===== src/rtl/bus_port_pkg.sv =====
// Shared definitions for the bus port adapter: packet type, destination-ID
// field position and the broadcast ID. Packet contents are never modified by
// the adapter; these are provided so devices and checkers agree on the layout.
package bus_port_pkg;

  // Default packet width in bits; the destination ID occupies the top byte.
  localparam int PKT_W = 16;

  // Destination ID field bounds inside a packet.
  localparam int ID_HI = PKT_W - 1;
  localparam int ID_LO = PKT_W - 8;

  // Destination ID that addresses every device on the bus.
  localparam logic [7:0] BCAST_ID = 8'hFF;

  // Packet vector as seen on the bus.
  typedef logic [PKT_W-1:0] pkt_t;

  // Extract the destination ID from a packet.
  function automatic logic [7:0] pkt_dest_id(input pkt_t pkt);
    return pkt[ID_HI:ID_LO];
  endfunction

endpackage


===== src/rtl/port_sync_fifo.sv =====
// Single-clock show-ahead FIFO used for both directions of the bus port.
// The head entry is presented combinationally from registered state, so the
// read data never depends on the same-cycle read or write strobes. While the
// FIFO is empty the read data is forced to zero. Writes that arrive while the
// FIFO is full (and no read frees a slot in the same cycle) are dropped and
// counted in a saturating counter.
module port_sync_fifo
  import bus_port_pkg::*;
#(
  parameter int DW    = PKT_W,
  parameter int DEPTH = 8,
  parameter int CNT_W = 8
) (
  input  logic                       clk,
  input  logic                       rst_n,
  input  logic                       i_wr,
  input  logic [DW-1:0]              i_wr_data,
  input  logic                       i_rd,
  output logic [DW-1:0]              o_rd_data,
  output logic                       o_not_empty,
  output logic                       o_full,
  output logic [$clog2(DEPTH+1)-1:0] o_count,
  output logic [CNT_W-1:0]           o_drop_cnt
);

  // Pointer width covers 0..DEPTH-1; depth need not be a power of two.
  localparam int PW = (DEPTH > 1) ? $clog2(DEPTH) : 1;
  localparam int CW = $clog2(DEPTH + 1);
  localparam logic [PW-1:0] LAST_IDX = PW'(DEPTH - 1);
  localparam logic [CW-1:0] FULL_CNT = CW'(DEPTH);

  // Storage: no reset, contents are meaningless until written.
  logic [DW-1:0]    r_mem [DEPTH];

  logic [PW-1:0]    r_wr_ptr;
  logic [PW-1:0]    r_rd_ptr;
  logic [CW-1:0]    r_count;
  logic [CNT_W-1:0] r_drop_cnt;

  logic             w_empty;
  logic             w_full;
  logic             w_rd_ok;
  logic             w_wr_ok;
  logic             w_drop;
  logic             w_drop_sat;

  // Pointer increment that wraps at DEPTH-1 rather than at a power of two.
  function automatic logic [PW-1:0] ptr_inc(input logic [PW-1:0] ptr);
    return (ptr == LAST_IDX) ? '0 : ptr + PW'(1);
  endfunction

  assign w_empty    = (r_count == '0);
  assign w_full     = (r_count == FULL_CNT);

  // A read only counts when there is something to read. A write is accepted
  // when there is room, or when a same-cycle read frees the slot it needs;
  // this lets a full FIFO stream at one entry per cycle without drops.
  assign w_rd_ok    = i_rd & ~w_empty;
  assign w_wr_ok    = i_wr & (~w_full | w_rd_ok);
  assign w_drop     = i_wr & ~w_wr_ok;
  assign w_drop_sat = &r_drop_cnt;

  // Store accepted writes at the write pointer.
  always_ff @(posedge clk) begin
    if (w_wr_ok) begin
      r_mem[r_wr_ptr] <= i_wr_data;
    end
  end

  // Advance the write pointer on every accepted write.
  always_ff @(posedge clk or negedge rst_n) begin
    if (!rst_n) begin
      r_wr_ptr <= '0;
    end else if (w_wr_ok) begin
      r_wr_ptr <= ptr_inc(r_wr_ptr);
    end
  end

  // Advance the read pointer on every read of a non-empty FIFO.
  always_ff @(posedge clk or negedge rst_n) begin
    if (!rst_n) begin
      r_rd_ptr <= '0;
    end else if (w_rd_ok) begin
      r_rd_ptr <= ptr_inc(r_rd_ptr);
    end
  end

  // Occupancy: +1 on write only, -1 on read only, unchanged when both or neither.
  always_ff @(posedge clk or negedge rst_n) begin
    if (!rst_n) begin
      r_count <= '0;
    end else begin
      unique case ({w_wr_ok, w_rd_ok})
        2'b10:   r_count <= r_count + CW'(1);
        2'b01:   r_count <= r_count - CW'(1);
        default: r_count <= r_count;
      endcase
    end
  end

  // Saturating count of writes lost to a full FIFO.
  always_ff @(posedge clk or negedge rst_n) begin
    if (!rst_n) begin
      r_drop_cnt <= '0;
    end else if (w_drop && !w_drop_sat) begin
      r_drop_cnt <= r_drop_cnt + CNT_W'(1);
    end
  end

  // Show-ahead head entry, masked to zero while empty so stale storage never
  // leaks out (including immediately after reset).
  always_comb begin
    o_rd_data = '0;
    if (!w_empty) begin
      o_rd_data = r_mem[r_rd_ptr];
    end
  end

  assign o_not_empty = ~w_empty;
  assign o_full      = w_full;
  assign o_count     = r_count;
  assign o_drop_cnt  = r_drop_cnt;

endmodule


===== src/rtl/bus_port_fifo.sv =====
// Per-device adapter for one port of the bus generator/arbiter.
// TX: the device writes packets; the bus sees pndng/D_pop and consumes with pop.
// RX: the bus delivers packets with push/D_push; the device reads with rx_rd.
// Both directions use the same show-ahead FIFO; this level is wiring only.
module bus_port_fifo
  import bus_port_pkg::*;
#(
  parameter int pckg_sz = PKT_W,
  parameter int depth   = 8,
  parameter int cnt_w   = 8
) (
  input  logic                       clk,
  input  logic                       reset,
  // device -> bus
  input  logic                       tx_wr,
  input  logic [pckg_sz-1:0]         tx_data,
  output logic                       tx_full,
  output logic [$clog2(depth+1)-1:0] tx_count,
  output logic                       pndng,
  output logic [pckg_sz-1:0]         D_pop,
  input  logic                       pop,
  // bus -> device
  input  logic                       push,
  input  logic [pckg_sz-1:0]         D_push,
  input  logic                       rx_rd,
  output logic [pckg_sz-1:0]         rx_data,
  output logic                       rx_valid,
  output logic [$clog2(depth+1)-1:0] rx_count,
  // loss statistics
  output logic [cnt_w-1:0]           tx_drop_cnt,
  output logic [cnt_w-1:0]           rx_drop_cnt
);

  // One active-low reset net feeds both directions so a mid-operation reset
  // empties both FIFOs together; pndng drops as soon as reset asserts because
  // it is decoded from the asynchronously cleared occupancy.
  logic w_rst_n;
  logic w_rx_full;

  assign w_rst_n = reset;

  // TX direction: device writes, bus pops.
  port_sync_fifo #(
    .DW    (pckg_sz),
    .DEPTH (depth),
    .CNT_W (cnt_w)
  ) u_tx_fifo (
    .clk         (clk),
    .rst_n       (w_rst_n),
    .i_wr        (tx_wr),
    .i_wr_data   (tx_data),
    .i_rd        (pop),
    .o_rd_data   (D_pop),
    .o_not_empty (pndng),
    .o_full      (tx_full),
    .o_count     (tx_count),
    .o_drop_cnt  (tx_drop_cnt)
  );

  // RX direction: bus pushes, device reads. The full flag is not a port; the
  // drop counter reports any overflow instead.
  port_sync_fifo #(
    .DW    (pckg_sz),
    .DEPTH (depth),
    .CNT_W (cnt_w)
  ) u_rx_fifo (
    .clk         (clk),
    .rst_n       (w_rst_n),
    .i_wr        (push),
    .i_wr_data   (D_push),
    .i_rd        (rx_rd),
    .o_rd_data   (rx_data),
    .o_not_empty (rx_valid),
    .o_full      (w_rx_full),
    .o_count     (rx_count),
    .o_drop_cnt  (rx_drop_cnt)
  );

  // Full state of the RX FIFO is only observable through rx_count.
  logic w_unused;
  assign w_unused = w_rx_full;

endmodule

===== config.mk =====
export PLATFORM = sky130hd
export DESIGN_NAME = bus_port_fifo
export DESIGN_NICKNAME = d
export VERILOG_FILES = /design/src/rtl/bus_port_pkg.sv /design/src/rtl/port_sync_fifo.sv /design/src/rtl/bus_port_fifo.sv
export SDC_FILE = /design/constraint.sdc
export NUM_CORES = 1
export LEC_CHECK = 0
export CORE_AREA = 2 2 155 157
export DETAILED_ROUTE_END_ITERATION = 10
export DIE_AREA = 0 0 157 159
export GPL_TIMING_DRIVEN = 1
export PLACE_DENSITY = 0.74
export SYNTH_ARGS = -nofsm -noshare
export SYNTH_HDL_FRONTEND = slang
export SYNTH_HIERARCHICAL = 1
export SYNTH_SLANG_ARGS = --single-unit

===== constraint.sdc =====
create_clock -name clk -period 2.7 [get_ports clk]
set_input_delay 0.54 -clock clk [delete_from_list [all_inputs] [get_ports clk]]
set_output_delay 0.54 -clock clk [all_outputs]
set_load 0.01 [all_outputs]

# After elaboration in Yosys (flattened, before gate mapping)
# Memory sizes are Yosys's and may differ from the RTL's.
# Index checks and enable logic that the tools add are counted.
dict set report totals {
  mem_count 2
  regBits 36
  ram_bits 256
  out_inout_bits 59
  wordCells 66
  input_bits 38
}
# name depth word_bits rd rd_ports_with_merged_regs wr line_no
set mem_list {}
lappend mem_list {u_rx_fifo.r_mem 8 16 1 0 1 port_sync_fifo.sv:33} ;# logic [DW-1:0] r_mem [DEPTH];
lappend mem_list {u_tx_fifo.r_mem 8 16 1 0 1 port_sync_fifo.sv:33}
dict set report op_classes {
  eq_ne 10
  n_reduce_logical 10
  addsub 10
  n_bitwise 14
  n_mux 12
}
# operator count
set op_table {}
lappend op_table {{16-bit 2-to-1 mux} 2}
lappend op_table {{8-bit by 1-bit adder with 8-bit output, second input constant} 2}
lappend op_table {{4-bit one-hot mux with 2 select lines} 2}
lappend op_table {{8-bit AND reduction} 2}
lappend op_table {{3-bit by 1-bit adder with 3-bit output, second input constant} 4}
lappend op_table {{3-bit == test, second input constant} 4}
lappend op_table {{3-bit 2-to-1 mux} 4}
lappend op_table {{4-bit by 1-bit adder with 4-bit output, second input constant} 2}
lappend op_table {{4-bit == test, second input constant} 2}
lappend op_table {{4-bit logical NOT} 2}
lappend op_table {{4-bit by 1-bit subtractor with 4-bit output, second input constant} 2}
lappend op_table {{1-bit AND} 6}
lappend op_table {{1-bit inverter} 6}
lappend op_table {{2-bit by 1-bit == test with 1-bit output, second input constant} 2}
lappend op_table {{2-bit == test, second input constant} 2}
lappend op_table {{1-bit 2-to-1 mux} 4}
lappend op_table {{2-bit nonzero test} 2}
lappend op_table {{1-bit logical AND} 2}
lappend op_table {{1-bit logical NOT} 2}
lappend op_table {{1-bit OR} 2}

# Logic depth before layout (Yosys ltp)
dict set report logic_depth {
  word_depth 8
  depth_mapped 8
  mapped_depth_nobuf 7
}

# Modules after synthesis
# Netlist, hierarchy kept.
# mod area_per_inst_um2 cells_per_inst n_inst
set by_module_without_submodules {}
lappend by_module_without_submodules {{port_sync_fifo at u_tx_fifo} 5952.0 311 1}
lappend by_module_without_submodules {{port_sync_fifo at u_rx_fifo} 5943.2 309 1}

# Worst setup path before layout
# No wires, ideal clock.
dict set report synth_path {
  kind {input -> register}
  start {input tx_wr}
  end {memory u_tx_fifo/r_mem[0][0] (netlist name), enable pin}
  setup_time_ns 0.409
  path_buffers 1
  t_arrival_ns 2.431
  path_stages 4
  path_slack_ns -0.140
  cell_sequence {clkbuf_1 > o21ai_2 > or2_2 > nor3_1}
}
dict set report synth_between {
  elab_chain_cells 3
}
# element line_no
set synth_lines {}
lappend synth_lines {{start, declared} bus_port_fifo.sv:15} ;# input logic tx_wr,
lappend synth_lines {{1-bit AND} port_sync_fifo.sv:59} ;# assign w_wr_ok = i_wr & (~w_full | w_rd_ok);
lappend synth_lines {{1-bit 2-to-1 mux} port_sync_fifo.sv:65} ;# if (w_wr_ok) begin
lappend synth_lines {{1-bit 2-to-1 mux (implied by the code)} port_sync_fifo.sv:66} ;# r_mem[r_wr_ptr] <= i_wr_data;
lappend synth_lines {{end, declared} port_sync_fifo.sv:33}
# Every way passes these cells.

# Worst setup path after layout
dict set report layout_path {
  start {register u_tx_fifo.r_rd_ptr[0]}
  end {output D_pop[9]}
}
dict set report layout_between {
  elab_chain_cells 2
}
# element line_no
set layout_lines {}
lappend layout_lines {{start, declared} port_sync_fifo.sv:36} ;# logic [PW-1:0] r_rd_ptr;
lappend layout_lines {{start signal, assigned} port_sync_fifo.sv:84} ;# r_rd_ptr <= ptr_inc(r_rd_ptr);
lappend layout_lines {{memory 8 x 16 bit} n/a}
lappend layout_lines {{16-bit 2-to-1 mux} port_sync_fifo.sv:114} ;# if (!w_empty) begin
lappend layout_lines {{end, declared} bus_port_fifo.sv:20} ;# output logic [pckg_sz-1:0] D_pop,
# Every way passes these cells.

==> results.md <==
- Status: complete, but fails checks
- Failing checks: setup timing
- Design area: 0.0147 mm²
- Maximum Capacitance Violations: 0
- Reg power frac: 39.0%
- Tmin final: 2.74 ns
- Average footprint of a synthesized cell: 19.2 µm²
- Sw Share: 30.7%
- Num Clock Sinks: 292
- Initial cell density of the core: 51.3%
- Crit end category: output pin
- Clock slew at reported path FFs: 0.06 ns
- Clk Latency, worst-skew pair: 0.55 ns
- Layout cell share with drive strength beyond 1: 28.7%
- Buffers on Ports: 96
- Die width: 157 µm
- H-tree Lvls: 1
- Hold Crit Class: input pin to async pin
- CTS tree: yes
- Core footprint: 0.0232 mm²
- Fin util: 63.5%
- Area growth from synthesis to final layout: 23.9%
- Ant diodes: 0
- ANT nets after route: 0
- Total die area: 0.0250 mm²
- R2R Path End: u_rx_fifo/o_count[3]
- CP Launch Type: register
- Tightest Pin Transition: 0.868 ns
- Largest net degree at the start of global routing: 37
- Hold Violations, Final: 0
- Ports: 97
- Internal power: 0.0108 W
- Cell Pwr Density: 1060 mW/mm²
- Final hold slack: 0.112 ns
- CTS Hold Bufs: 0
- Max Slew Vio Count: 0
- Peak fanout along the critical path: 3
- Flop2flop setup slack: 0.28 ns
- Final HPWL DP: 13,700 µm
- R2R depth: 7
- Router iterations before antenna repair: 7
- Clock skew: 0.00917 ns
- Clock share of power: 23.4%
- Yosys warnings: 6
- Initial antenna violation count: 0
- Vias: 6,235
- Switching Power: 0.00478 W
- First-pass GRT wire length: 37,100 µm
- Nets: 838
- Drt initial violations: 453
- P_leak: 5.22 nW
- Total global-route track usage: 19.5%
- CTS max path bufs: 3
- R2r startpoint: u_rx_fifo/o_count[1]
- Total nets after synthesis: 673
- Worst EP required: 2.16 ns
- Routed len/inst: 21.1 µm
- Vias in the first global route: 6,576
- Mapped Cells: 619
- Root Buffer: clkbuf_16
- WP data arrival: 2.20 ns
- Rel. slew slack: 42.1%
- Overflow after GRT: 0
- Netlist Area Pre-Place: 0.0119 mm²
- Routed wire length: 23,800 µm
- Total CTS buffers: 29
- Routability cong.: 0.772
- Comb pwr share: 37.6%
- RSZ-0062 raised after global routing: true
- Maximum ir drop on the vdd rail: 0.000841 V
- WS Path Type: register to output pin
- Rows: 56
- Final period util: 102%
- DR vias/cell: 5.54
- Fin worst setup slack: -0.0443 ns
- Fmax: 364 MHz
- FILL cells: 1,596
- Setup Viol. Count Final: 5
- Die Height: 159 µm
- DR DRC count: 0
- Placed Area: 0.0135 mm²
[sequential cells by signal, summed over array words and instances, names as in the netlist]
register	count
u_rx_fifo/o_count	4
u_rx_fifo/o_drop_cnt	8
u_rx_fifo/r_mem	128
u_rx_fifo/r_rd_ptr	3
u_rx_fifo/r_wr_ptr	3
u_tx_fifo/o_count	4
u_tx_fifo/o_drop_cnt	8
u_tx_fifo/r_mem	128
u_tx_fifo/r_rd_ptr	3
u_tx_fifo/r_wr_ptr	3
[cells in the final DEF, fill, tap and decap left out, types with 3 or more instances in the layout]
master	count
xnor2_1	13
edfxtp_1	256
clkinv_2	4
and3_1	3
clkdlybuf4s50_1	61
nor3_2	4
nand2b_1	11
inv_1	12
clkbuf_16	30
mux2_1	6
nor2_1	46
buf_4	29
nor3_1	7
o211ai_1	4
clkbuf_1	9
buf_2	31
o21ai_0	4
nand3_1	11
a21oi_1	5
nor2_2	3
mux2_2	6
nand2_1	17
mux2i_1	37
buf_12	24
nand4_1	6
dfrtp_1	34
clkinv_1	6
and4_1	3
ha_1	14
buf_6	8
mux4_2	64
[how the worst max path moves through the flow]
stage / endpoint / cells past startpoint / from
2_1_floorplan: u_rx_fifo/r_mem[0][0] / 4 / u_rx_fifo/o_count[3]
3_3_place_gp: u_tx_fifo/o_count[3] / 7 / tx_wr
3_5_place_dp: u_tx_fifo/o_count[3] / 7 / tx_wr
4_1_cts: D_pop[13] / 6 / u_tx_fifo/r_rd_ptr[0]
5_1_grt: D_pop[14] / 7 / u_tx_fifo/r_rd_ptr[0]
6_report: D_pop[9] / 7 / u_tx_fifo/r_rd_ptr[0]
[critical path, stage by stage, from the launching register on]
cell     delay (ns)
dfrtp_2        0.44
buf_12         0.15
buf_12         0.12
buf_6          0.11
mux4_2         0.40
mux2i_1        0.19
nor2_1         0.11
buf_2          0.15
[cell type report]
class | instances | area [µm²] | share of cell area, %
Sequential cell | 292 | 8590 | 58.3
Multi-Input combinational cell | 289 | 3180 | 21.6
Timing Repair Buffer | 160 | 1650 | 11.2
Clock buffer | 40 | 787 | 5.34
Tap cell | 319 | 399 | 2.71
Clock inverter | 13 | 77.6 | 0.527
Inverter | 12 | 45.0 | 0.306
[per-stage QoR]
step	setup slack, ns	total power, W	setup TNS [ns]	cells
2_1_floorplan	0.0206	0.00930	0	619
3_3_place_gp	0.208	0.0115	0	1041
3_5_place_dp	0.135	0.0117	0	1041
4_1_cts	-0.0832	0.0157	-0.746	1125
5_1_grt	-0.139	0.0163	-1.32	1125
6_report	-0.0443	0.0155	-0.106	1125
[power groups by stage]
stage               combinational (W)  clock (W)  sequential, W
detailed placement            0.00553          0        0.00614
global placement              0.00540          0        0.00607
CTS                           0.00592    0.00372        0.00607
global route                  0.00631    0.00391        0.00613
floorplan                     0.00324          0        0.00606
finish                        0.00584    0.00364        0.00606
[metal layers]
metal	vias up	track usage [%]	wire, µm	share of wire [%]
met5	-	0	0	0
met2	194	34.9	12700	53
met3	31	3.54	1430	6.0
met1	3207	25.0	9320	39
li1	2803	-	-	-
met4	0	3.54	331	1.4
[what timing repair did]
| item | CTS | global route |
|---|---|---|
| gates resized for setup | 153 | 16 |
| setup buffers | 26 | 5 |
| cloned | 5 | 1 |
| pin swaps | 5 | 11 |
| setup endpoints to repair | 35 | 33 |
(Power assumes the default switching activity.)
==> edit, RTL diff (same settings) <==
The parameter `depth` goes from 8 to 16.
--- a/src/rtl/bus_port_fifo.sv
+++ b/src/rtl/bus_port_fifo.sv
@@ -6,7 +6,7 @@
   import bus_port_pkg::*;
 #(
   parameter int pckg_sz = PKT_W,
-  parameter int depth   = 8,
+  parameter int depth   = 16,
   parameter int cnt_w   = 8
 ) (
   input  logic                       clk,
Ports: changed (resized rx_count and tx_count); port bits go from 97 to 99. No check against the original RTL was run, so the function may have changed too.
==> edit against the unedited design <==
  * The flow now stops in global placement without I/O (3_1_place_gp_skip_io)
  * Area after synthesis is 89% higher
==> edit: results <==
export IMPL_stop_error="[ERROR GPL-0301] Utilization 101.454 % exceeds 100%."
export IMPL_yosysWarningCount=6
export IMPL_synthesis_nets=1161
export IMPL_haltStage="global placement without I/O (3_1_place_gp_skip_io)"
export IMPL_status="did not finish"
export IMPL_syn_area_per_cell_um2=20.33
